`src/rtl/matrix_mul_seq_if.sv`:
```
// Job/result handshake bundle for matrix_mul_seq.
// master drives jobs and consumes results; slave is the multiplier.
interface matrix_mul_seq_if #(
    parameter int bitlength = 8,
    parameter int M1_D1     = 3,
    parameter int M1_D2     = 4,
    parameter int M2_D2     = 2,
    parameter int ACC_W     = 20
);
    logic [M1_D1*M1_D2*bitlength-1:0] AI;
    logic [M1_D2*M2_D2*bitlength-1:0] BI;
    logic                             acc_mode;
    logic                             in_valid;
    logic                             in_ready;
    logic [M1_D1*M2_D2*ACC_W-1:0]     CO;
    logic                             out_valid;
    logic                             out_ready;
    logic                             ovf;

    modport master (
        output AI,
        output BI,
        output acc_mode,
        output in_valid,
        output out_ready,
        input  in_ready,
        input  CO,
        input  out_valid,
        input  ovf
    );

    modport slave (
        input  AI,
        input  BI,
        input  acc_mode,
        input  in_valid,
        input  out_ready,
        output in_ready,
        output CO,
        output out_valid,
        output ovf
    );
endinterface

```
`src/rtl/matrix_mul_seq.sv`:
```
// Sequential C = A*B (or C += A*B) with one MAC per C element,
// one k-step per clock, valid/ready job and result handshakes.
module matrix_mul_seq #(
    parameter int bitlength = 8,
    parameter int M1_D1     = 3,
    parameter int M1_D2     = 4,
    parameter int M2_D2     = 2,
    parameter int ACC_W     = 20,
    parameter int SIGNED    = 0
) (
    input  logic            clk,
    input  logic            rst_n,
    matrix_mul_seq_if.slave bus
);

    typedef enum logic [1:0] {
        IDLE,
        COMPUTE,
        DONE
    } state_t;

    localparam int KW     = (M1_D2 > 1) ? $clog2(M1_D2) : 1;
    localparam int PROD_W = 2 * bitlength + 2;
    localparam int NEL    = M1_D1 * M2_D2;
    localparam logic [KW-1:0] K_LAST = KW'(M1_D2 - 1);

    state_t               state;
    logic [KW-1:0]        k;
    logic                 ovf_q;
    logic                 accept;
    logic [NEL-1:0]       ovf_vec;
    logic [NEL*ACC_W-1:0] co;

    logic [bitlength-1:0] a_q     [M1_D1][M1_D2];
    logic [bitlength-1:0] b_q     [M1_D2][M2_D2];
    logic [ACC_W-1:0]     acc     [M1_D1][M2_D2];
    logic [ACC_W-1:0]     acc_nxt [M1_D1][M2_D2];

    assign bus.in_ready  = (state == IDLE) ||
                           ((state == DONE) && bus.out_ready);
    assign bus.out_valid = (state == DONE);
    assign bus.ovf       = ovf_q;
    assign bus.CO        = co;
    assign accept        = bus.in_valid && bus.in_ready;

    // Operands get a sign bit (zero when unsigned) so one signed
    // multiplier serves both modes; sign-extending then covers both.
    for (genvar i = 0; i < M1_D1; i++) begin : g_row
        for (genvar j = 0; j < M2_D2; j++) begin : g_col
            logic [bitlength-1:0]      a_el;
            logic [bitlength-1:0]      b_el;
            logic signed [bitlength:0] a_x;
            logic signed [bitlength:0] b_x;
            logic signed [PROD_W-1:0]  prod;
            logic [ACC_W-1:0]          ext;
            logic [ACC_W:0]            sum;
            logic                      sgn_ov;

            assign a_el = a_q[i][k];
            assign b_el = b_q[k][j];
            assign a_x  = {(SIGNED != 0) && a_el[bitlength-1], a_el};
            assign b_x  = {(SIGNED != 0) && b_el[bitlength-1], b_el};
            assign prod = PROD_W'(a_x) * PROD_W'(b_x);
            assign ext  = ACC_W'(prod);
            assign sum  = {1'b0, acc[i][j]} + {1'b0, ext};

            assign sgn_ov =
                (acc[i][j][ACC_W-1] == ext[ACC_W-1]) &&
                (sum[ACC_W-1] != acc[i][j][ACC_W-1]);

            assign acc_nxt[i][j] = sum[ACC_W-1:0];
            assign ovf_vec[i*M2_D2+j] =
                (SIGNED != 0) ? sgn_ov : sum[ACC_W];
        end
    end

    always_comb begin
        co = '0;
        for (int i = 0; i < M1_D1; i++) begin
            for (int j = 0; j < M2_D2; j++) begin
                co[(i*M2_D2+j)*ACC_W +: ACC_W] = acc[i][j];
            end
        end
    end

    always_ff @(posedge clk or negedge rst_n) begin
        if (!rst_n) begin
            state <= IDLE;
            k     <= '0;
            ovf_q <= 1'b0;
            for (int i = 0; i < M1_D1; i++) begin
                for (int j = 0; j < M2_D2; j++) begin
                    acc[i][j] <= '0;
                end
                for (int kk = 0; kk < M1_D2; kk++) begin
                    a_q[i][kk] <= '0;
                end
            end
            for (int kk = 0; kk < M1_D2; kk++) begin
                for (int j = 0; j < M2_D2; j++) begin
                    b_q[kk][j] <= '0;
                end
            end
        end else begin
            unique case (state)
                IDLE, DONE: begin
                    if (accept) begin
                        for (int i = 0; i < M1_D1; i++) begin
                            for (int kk = 0; kk < M1_D2; kk++) begin
                                a_q[i][kk] <= bus.AI[(i*M1_D2+kk)*bitlength +: bitlength];
                            end
                        end
                        for (int kk = 0; kk < M1_D2; kk++) begin
                            for (int j = 0; j < M2_D2; j++) begin
                                b_q[kk][j] <= bus.BI[(kk*M2_D2+j)*bitlength +: bitlength];
                            end
                        end
                        if (!bus.acc_mode) begin
                            for (int i = 0; i < M1_D1; i++) begin
                                for (int j = 0; j < M2_D2; j++) begin
                                    acc[i][j] <= '0;
                                end
                            end
                        end
                        k     <= '0;
                        ovf_q <= 1'b0;
                        state <= COMPUTE;
                    end else if ((state == DONE) && bus.out_ready) begin
                        state <= IDLE;
                    end
                end
                COMPUTE: begin
                    acc <= acc_nxt;
                    if (|ovf_vec) begin
                        ovf_q <= 1'b1;
                    end
                    if (k == K_LAST) begin
                        state <= DONE;
                    end else begin
                        k <= k + 1'b1;
                    end
                end
                default: begin
                    state <= IDLE;
                end
            endcase
        end
    end

endmodule
```
`src/flat_wrapper.sv`:
```
// flat-port wrapper written by rule: the top's interface ports become plain ports
module matrix_mul_seq_flat 
#(
    parameter int bitlength = 8,
    parameter int M1_D1     = 3,
    parameter int M1_D2     = 4,
    parameter int M2_D2     = 2,
    parameter int ACC_W     = 20,
    parameter int SIGNED    = 0
)
  (clk, rst_n, bus_AI, bus_BI, bus_acc_mode, bus_in_valid, bus_out_ready, bus_in_ready, bus_CO, bus_out_valid, bus_ovf);
  matrix_mul_seq_if #(.bitlength(bitlength), .M1_D1(M1_D1), .M1_D2(M1_D2), .M2_D2(M2_D2), .ACC_W(ACC_W)) bus_i ();
  input  logic clk;
  input  logic rst_n;
  input wire logic [$bits(bus_i.AI)-1:0] bus_AI;
  input wire logic [$bits(bus_i.BI)-1:0] bus_BI;
  input wire logic [$bits(bus_i.acc_mode)-1:0] bus_acc_mode;
  input wire logic [$bits(bus_i.in_valid)-1:0] bus_in_valid;
  input wire logic [$bits(bus_i.out_ready)-1:0] bus_out_ready;
  output wire logic [$bits(bus_i.in_ready)-1:0] bus_in_ready;
  output wire logic [$bits(bus_i.CO)-1:0] bus_CO;
  output wire logic [$bits(bus_i.out_valid)-1:0] bus_out_valid;
  output wire logic [$bits(bus_i.ovf)-1:0] bus_ovf;
  assign bus_i.AI = bus_AI;
  assign bus_i.BI = bus_BI;
  assign bus_i.acc_mode = bus_acc_mode;
  assign bus_i.in_valid = bus_in_valid;
  assign bus_i.out_ready = bus_out_ready;
  assign bus_in_ready = bus_i.in_ready;
  assign bus_CO = bus_i.CO;
  assign bus_out_valid = bus_i.out_valid;
  assign bus_ovf = bus_i.ovf;
  matrix_mul_seq #(.bitlength(bitlength), .M1_D1(M1_D1), .M1_D2(M1_D2), .M2_D2(M2_D2), .ACC_W(ACC_W), .SIGNED(SIGNED)) u_core (.clk(clk), .rst_n(rst_n), .bus(bus_i));
endmodule
```
`config.mk`:
```
export PLATFORM = sky130hd
export DESIGN_NAME = matrix_mul_seq_flat
export DESIGN_NICKNAME = d
export VERILOG_FILES = /design/src/rtl/matrix_mul_seq_if.sv /design/src/rtl/matrix_mul_seq.sv /design/src/flat_wrapper.sv
export SDC_FILE = /design/constraint.sdc
export NUM_CORES = 2
export LEC_CHECK = 0
export ABC_AREA = 1
export ABC_CLOCK_PERIOD_IN_PS = 7650
export CORE_MARGIN = 4
export CORE_UTILIZATION = 60
export DETAILED_ROUTE_END_ITERATION = 16
export PLACE_DENSITY = 0.83
export SLEW_MARGIN = 40
export SYNTH_ARGS = -nofsm -noshare
export SYNTH_HDL_FRONTEND = slang
export SYNTH_SLANG_ARGS = --single-unit
```
`constraint.sdc`:
```
create_clock -name clk -period 7.65 [get_ports clk]
set_clock_uncertainty 0.05 [all_clocks]
set_input_delay 0.765 -clock clk [delete_from_list [all_inputs] [get_ports clk]]
set_output_delay 0.765 -clock clk [all_outputs]
set_load 0.005 [all_outputs]
```
[Word-level counts from Yosys, hierarchy flattened]
Cells that the tools add are included.
Storage, ports and cells
  word-level logic and storage cells: 90
  register bits after elaboration: 285
  bits in latches: 0
  memory bits (writable): 0
  memory bits (read-only): 0
  output and inout port bits: 123
  memories kept: 0
  bits of input ports: 165
Operators by class
  bitwise gates (word level): 1
  div/mod/pow operators: 0
  reductions and logical operators: 12
  multiplexer cells: 25
  $add $sub $neg: 7
  eq/ne operators: 9
  order comparisons: 1
  shift operators: 0
  $mul: 6
Operator list (count)
  2-to-1 mux 120 bit: 2
  one-hot mux 120 bit (2 select lines): 1
  adder 20 x 20 -> 21 bit: 6
  multiplier 8 x 8 -> 16 bit: 6
  binary-select mux 8 bit (select 2 bit): 3
  2-to-1 mux 8 bit: 6
  binary-select mux 16 bit (select 2 bit): 1
  2-to-1 mux 16 bit: 2
  2-to-1 mux 2 bit: 5
  AND reduction 3 bit: 3
  one-hot mux 2 bit (2 select lines): 2
  != test 2 x 1 -> 1 bit, second input constant: 3
  OR reduction 6 bit: 1
  equality test 2 bit, second input constant: 2
  != test 2 bit, second input constant: 2
  AND reduction 2 bit: 2
  >= comparator 3 bit, second input constant: 1
  != test 3 x 1 -> 1 bit, second input constant: 1
  NOT 2 -> 3 bit: 1
  adder 2 x 1 -> 2 bit, second input constant: 1
  equality test 2 x 1 -> 1 bit, second input constant: 1
  logical AND 1 bit: 2
  zero test 2 bit: 1
  2-to-1 mux 1 bit: 2
  4 further kinds: 4

[Depth between registers and ports, before layout]
  depth in word-level cells: 9
  depth in mapped cells: 39
  gate-level depth less buffers: 35

[Worst setup path before layout]
Ideal clock, no wire load.
  path type: register -> register
  from: reg u_core.k[0]
  to: reg u_core.ovf_q, in the netlist u_core.bus.ovf
  library setup time: 117 ps
  stages on the path, launching flop included: 37
  path slack: 1777 ps
  path buffers: 4
  required time: 7483 ps
  clock period less this slack: 5873 ps
  data arrival time: 5707 ps
  path through: dfrtp_1 buf_6 buf_6 buf_4 a21oi_1 a32o_1 buf_2 nor2_1 fa_1 inv_1 fa_1 inv_1 fa_1 inv_1 fa_1 inv_1 ha_1 nand2_1 o21ai_0 a21oi_1 o21ai_0 nand2_1 nand3_1 nand2_1 ha_1 nand2_1 inv_1 nand2_1 nand2_1 nand2_1 nand2_1 nor2_1 nand3_1 nor2_1 nand2_1 nand2_1 nand2_1
Between the ends
  word-level cells in the longest chain between the ends: 9
  elaborated cells on any way between the ends: 28
  classes of those cells: 6 x add/sub; 6 x mul; 1 x eq/ne; 12 x mux; 1 x bitwise; 2 x reduce/logical
Ends and longest elaborated chain
  start: declaration: RTL line matrix_mul_seq.sv:28  | logic [KW-1:0] k;
  start signal: assignment: RTL line matrix_mul_seq.sv:140  | k <= k + 1'b1;
  NOT 2 -> 3 bit (implied by the code) (*): RTL line matrix_mul_seq.sv:59, matrix_mul_seq.sv:60
  binary-select mux 8 bit (select 2 bit) or binary-select mux 16 bit (select 2 bit) (tied branches): RTL line matrix_mul_seq.sv:59, matrix_mul_seq.sv:60
  2-to-1 mux 8 bit (implied by the code) or 2-to-1 mux 16 bit (tied branches) (2 in series): RTL line matrix_mul_seq.sv:59, matrix_mul_seq.sv:60
  multiplier 8 x 8 -> 16 bit: RTL line matrix_mul_seq.sv:63  | assign prod = PROD_W'(a_x) * PROD_W'(b_x);
  adder 20 x 20 -> 21 bit: RTL line matrix_mul_seq.sv:65  | assign sum = {1'b0, acc[i][j]} + {1'b0, ext};
  OR reduction 6 bit (*): RTL line matrix_mul_seq.sv:134  | if (|ovf_vec) begin
  != test 2 x 1 -> 1 bit (no source line) (*)
  AND reduction 3 bit (no source line) (*)
  end signal: assignment: RTL line matrix_mul_seq.sv:90  | ovf_q <= 1'b0;
  end signal: assignment: RTL line matrix_mul_seq.sv:126  | ovf_q <= 1'b0;
  end signal: assignment: RTL line matrix_mul_seq.sv:135  | ovf_q <= 1'b1;
  end: declaration: RTL line matrix_mul_seq.sv:29  | logic ovf_q;
Mark *: on every way between the ends. The rest lies on a longest branch, timed or not. The select of a mux whose other input is x is not followed.
A chain may end at the register's enable or synchronous reset.

[Worst setup path in the final report]
Ends and elaborated chain as after synthesis.

==> reports/metrics.cfg <==
[grt]
gr-total-overflow = 0
gr-usage-met2_pct = 51.9
grtUsageMet1_pct = 41.5
grt_pass1_vias = 27500
grt_max_degree = 106
grt_antenna_before_repair = 1
grt_usage_pct = 31.4
met3_usage_pct = 5.68
grt_busiest_layer = met2
grt_pass1_wl_um = 139000

[detailed_routing]
drtAntennaViolNets = 0
drc_errors = 0
dr.pass1.iters = 6
routed_wirelength_um = 84900
drtIter0Drc = 2511
vias = 28000
via_per_inst = 5.56
drt-wirelength-per-cell_um = 16.8

[worst_setup_path]
cp.arrival_ns = 7.60
worstPathRequired_ns = 8.07
cp-end-kind = register
critical_path.top_delay_family = adder cells
critical_path_class = reg -> reg
cp-startpoint = u_core.k[0]
slowest_stage = a32oi_2
worstReg2RegStart = u_core.k[0]
critical_path.max_fanout = 82
slowest_delay_ns = 0.53
reg2regPathDepth = 32
worst_path_most_repeated_cell = nand2_1
start_kind = register
cp_num_cells = 32
worst-path-buf-inv = 5
r2r_slack_ns = 0.46

[clocking]
cts_tree = built
hold_buffers = 0
path_clk_slew_ns = 0.06
cts_htree_levels = 2
worstSkewPairLatency_ns = 0.58
cts_resized = 0
cts_sinks = 285
numCtsBuffers = 34
clockRootBuffer = clkbuf_16
post_cts_buffers = 0
clock_path_buffers = 3

[floorplan]
die-height_um = 233
dieWidth_um = 233
rows = 82
fp.coreArea_um2 = 50100
initial_core_util_pct = 60.5
io_pins = 288
design.die.area_um2 = 54200

[synth]
synthTopCellsByArea = dfrtp_1, nand2_1, fa_1
ys_seq_area_share_pct = 23.5
synth_largest_area_cell = dfrtp_1
synth_ff_type = dfrtp_1
async_flop_share_pct = 100
synth_area_um2 = 30300
yosysTopAreaCellShare_pct = 23.5
netlist_instances = 4142
ys_ff_latch = 285
syn_nets = 4842
synth_edf_count = 0
yosys_warnings = 0
ys_types = 39
syn_avg_cell_area_um2 = 7.32

[min_path]
min_path_type = in -> async

[sta]
setup_viol = 0
clock.fmax_mhz = 139
finalCriticalPeriod_ns = 7.19
relSlewSlack_pct = 46.9
setup_tns_ns = 0
worstMarginPinSlew_ns = 0.797
hold_violations = 0
rsz0062_at_grt = false
min_period_over_period_pct = 94.0
slew_violations = 0

[final_layout]
area_delta_synth_final_pct = 13.9
final_common_cell = nand2_1
fin_nets = 5046
n_antenna_cell = 0
final_cell_mix = nand2_1, inv_1, nor2_1, ha_1, clkdlybuf4s50_1
drive_gt1_share_pct = 3.68

[place]
place_congestion = 0.974
place_hpwl_um = 65300
portBuffers = 287

[outcome]
status = finished clean

[flow_run]
maxCapViolCount = 0

[per-stage QoR]
| stage | hold WS (ns) | worst slack (ns) | cells | utilization (%) | area (µm²) |
|---|---|---|---|---|---|
| floorplan | 0.399 | 1.78 | 4142 | - | 30300 |
| global route | 0.157 | 0.0252 | 5043 | 69.0 | 34500 |
| CTS | 0.117 | 0.528 | 5043 | 68.9 | 34500 |
| finish | 0.111 | 0.461 | 5043 | 69.0 | 34500 |
| global placement | 0.413 | 0.604 | 4981 | 66.4 | 33200 |
| detailed placement | 0.416 | 0.552 | 4982 | 66.4 | 33300 |
[flip-flops by register name, summed over array words and instances, names as in the netlist]
name,count
u_core.b_q,64
u_core.bus.CO,120
u_core.a_q,96
u_core.k,2
u_core.bus.ovf,1
u_core.state,2
[kinds of logic (layout without fill, tap and decap cells)]
kind of cell    count (synthesis)  in the layout  share of synthesized area, %
compound gates                513            513                          10.5
xor+xnor                       58             58                          1.68
fa+ha+maj                     535            535                          27.6
buf+inv                       701            930                          10.2
flops                         285            285                          23.5
simple gates                 2050           2050                          26.5
[routing by layer]
metal	vias up	wire (µm)
li1	13400	-
met5	-	13
met4	2	3650
met2	1153	40000
met3	222	6580
met1	13200	34600
[synthesized netlist by cell type, types with 21 or more instances]
library cell	number
nor2_1	463
buf_4	22
o21ai_0	168
nand3_1	134
inv_1	526
nand4_1	21
ha_1	313
buf_6	38
dfrtp_1	285
xor2_1	30
a32oi_2	29
fa_1	222
nor3_1	22
buf_2	55
nand2_1	1378
a21oi_1	249
xnor2_1	28
inv_2	36
[worst paths after layout]
| kind | to |
|---|---|
| worst max register to register | u_core.bus.ovf |
| max in group asynchronous | u_core.k[0] |
| worst min-delay path | u_core.bus.CO[58] |
| worst max-delay path | u_core.bus.ovf |
| min in group clk | u_core.b_q[40] |
| worst min register to register | u_core.b_q[40] |
[area by class of cell]
cell class | count | area, µm²
fill | 4199 | 15500
tap | 672 | 841
timing repair buffer | 305 | 3070
inverter | 564 | 2130
sequential | 285 | 7130
clock buffer | 47 | 990
multi-input combinational | 3156 | 20100
clock inverter | 14 | 243
Power is left out: the tool's default activity adds up to more than one toggle a clock period on the data nets, which glitch-free logic cannot reach.
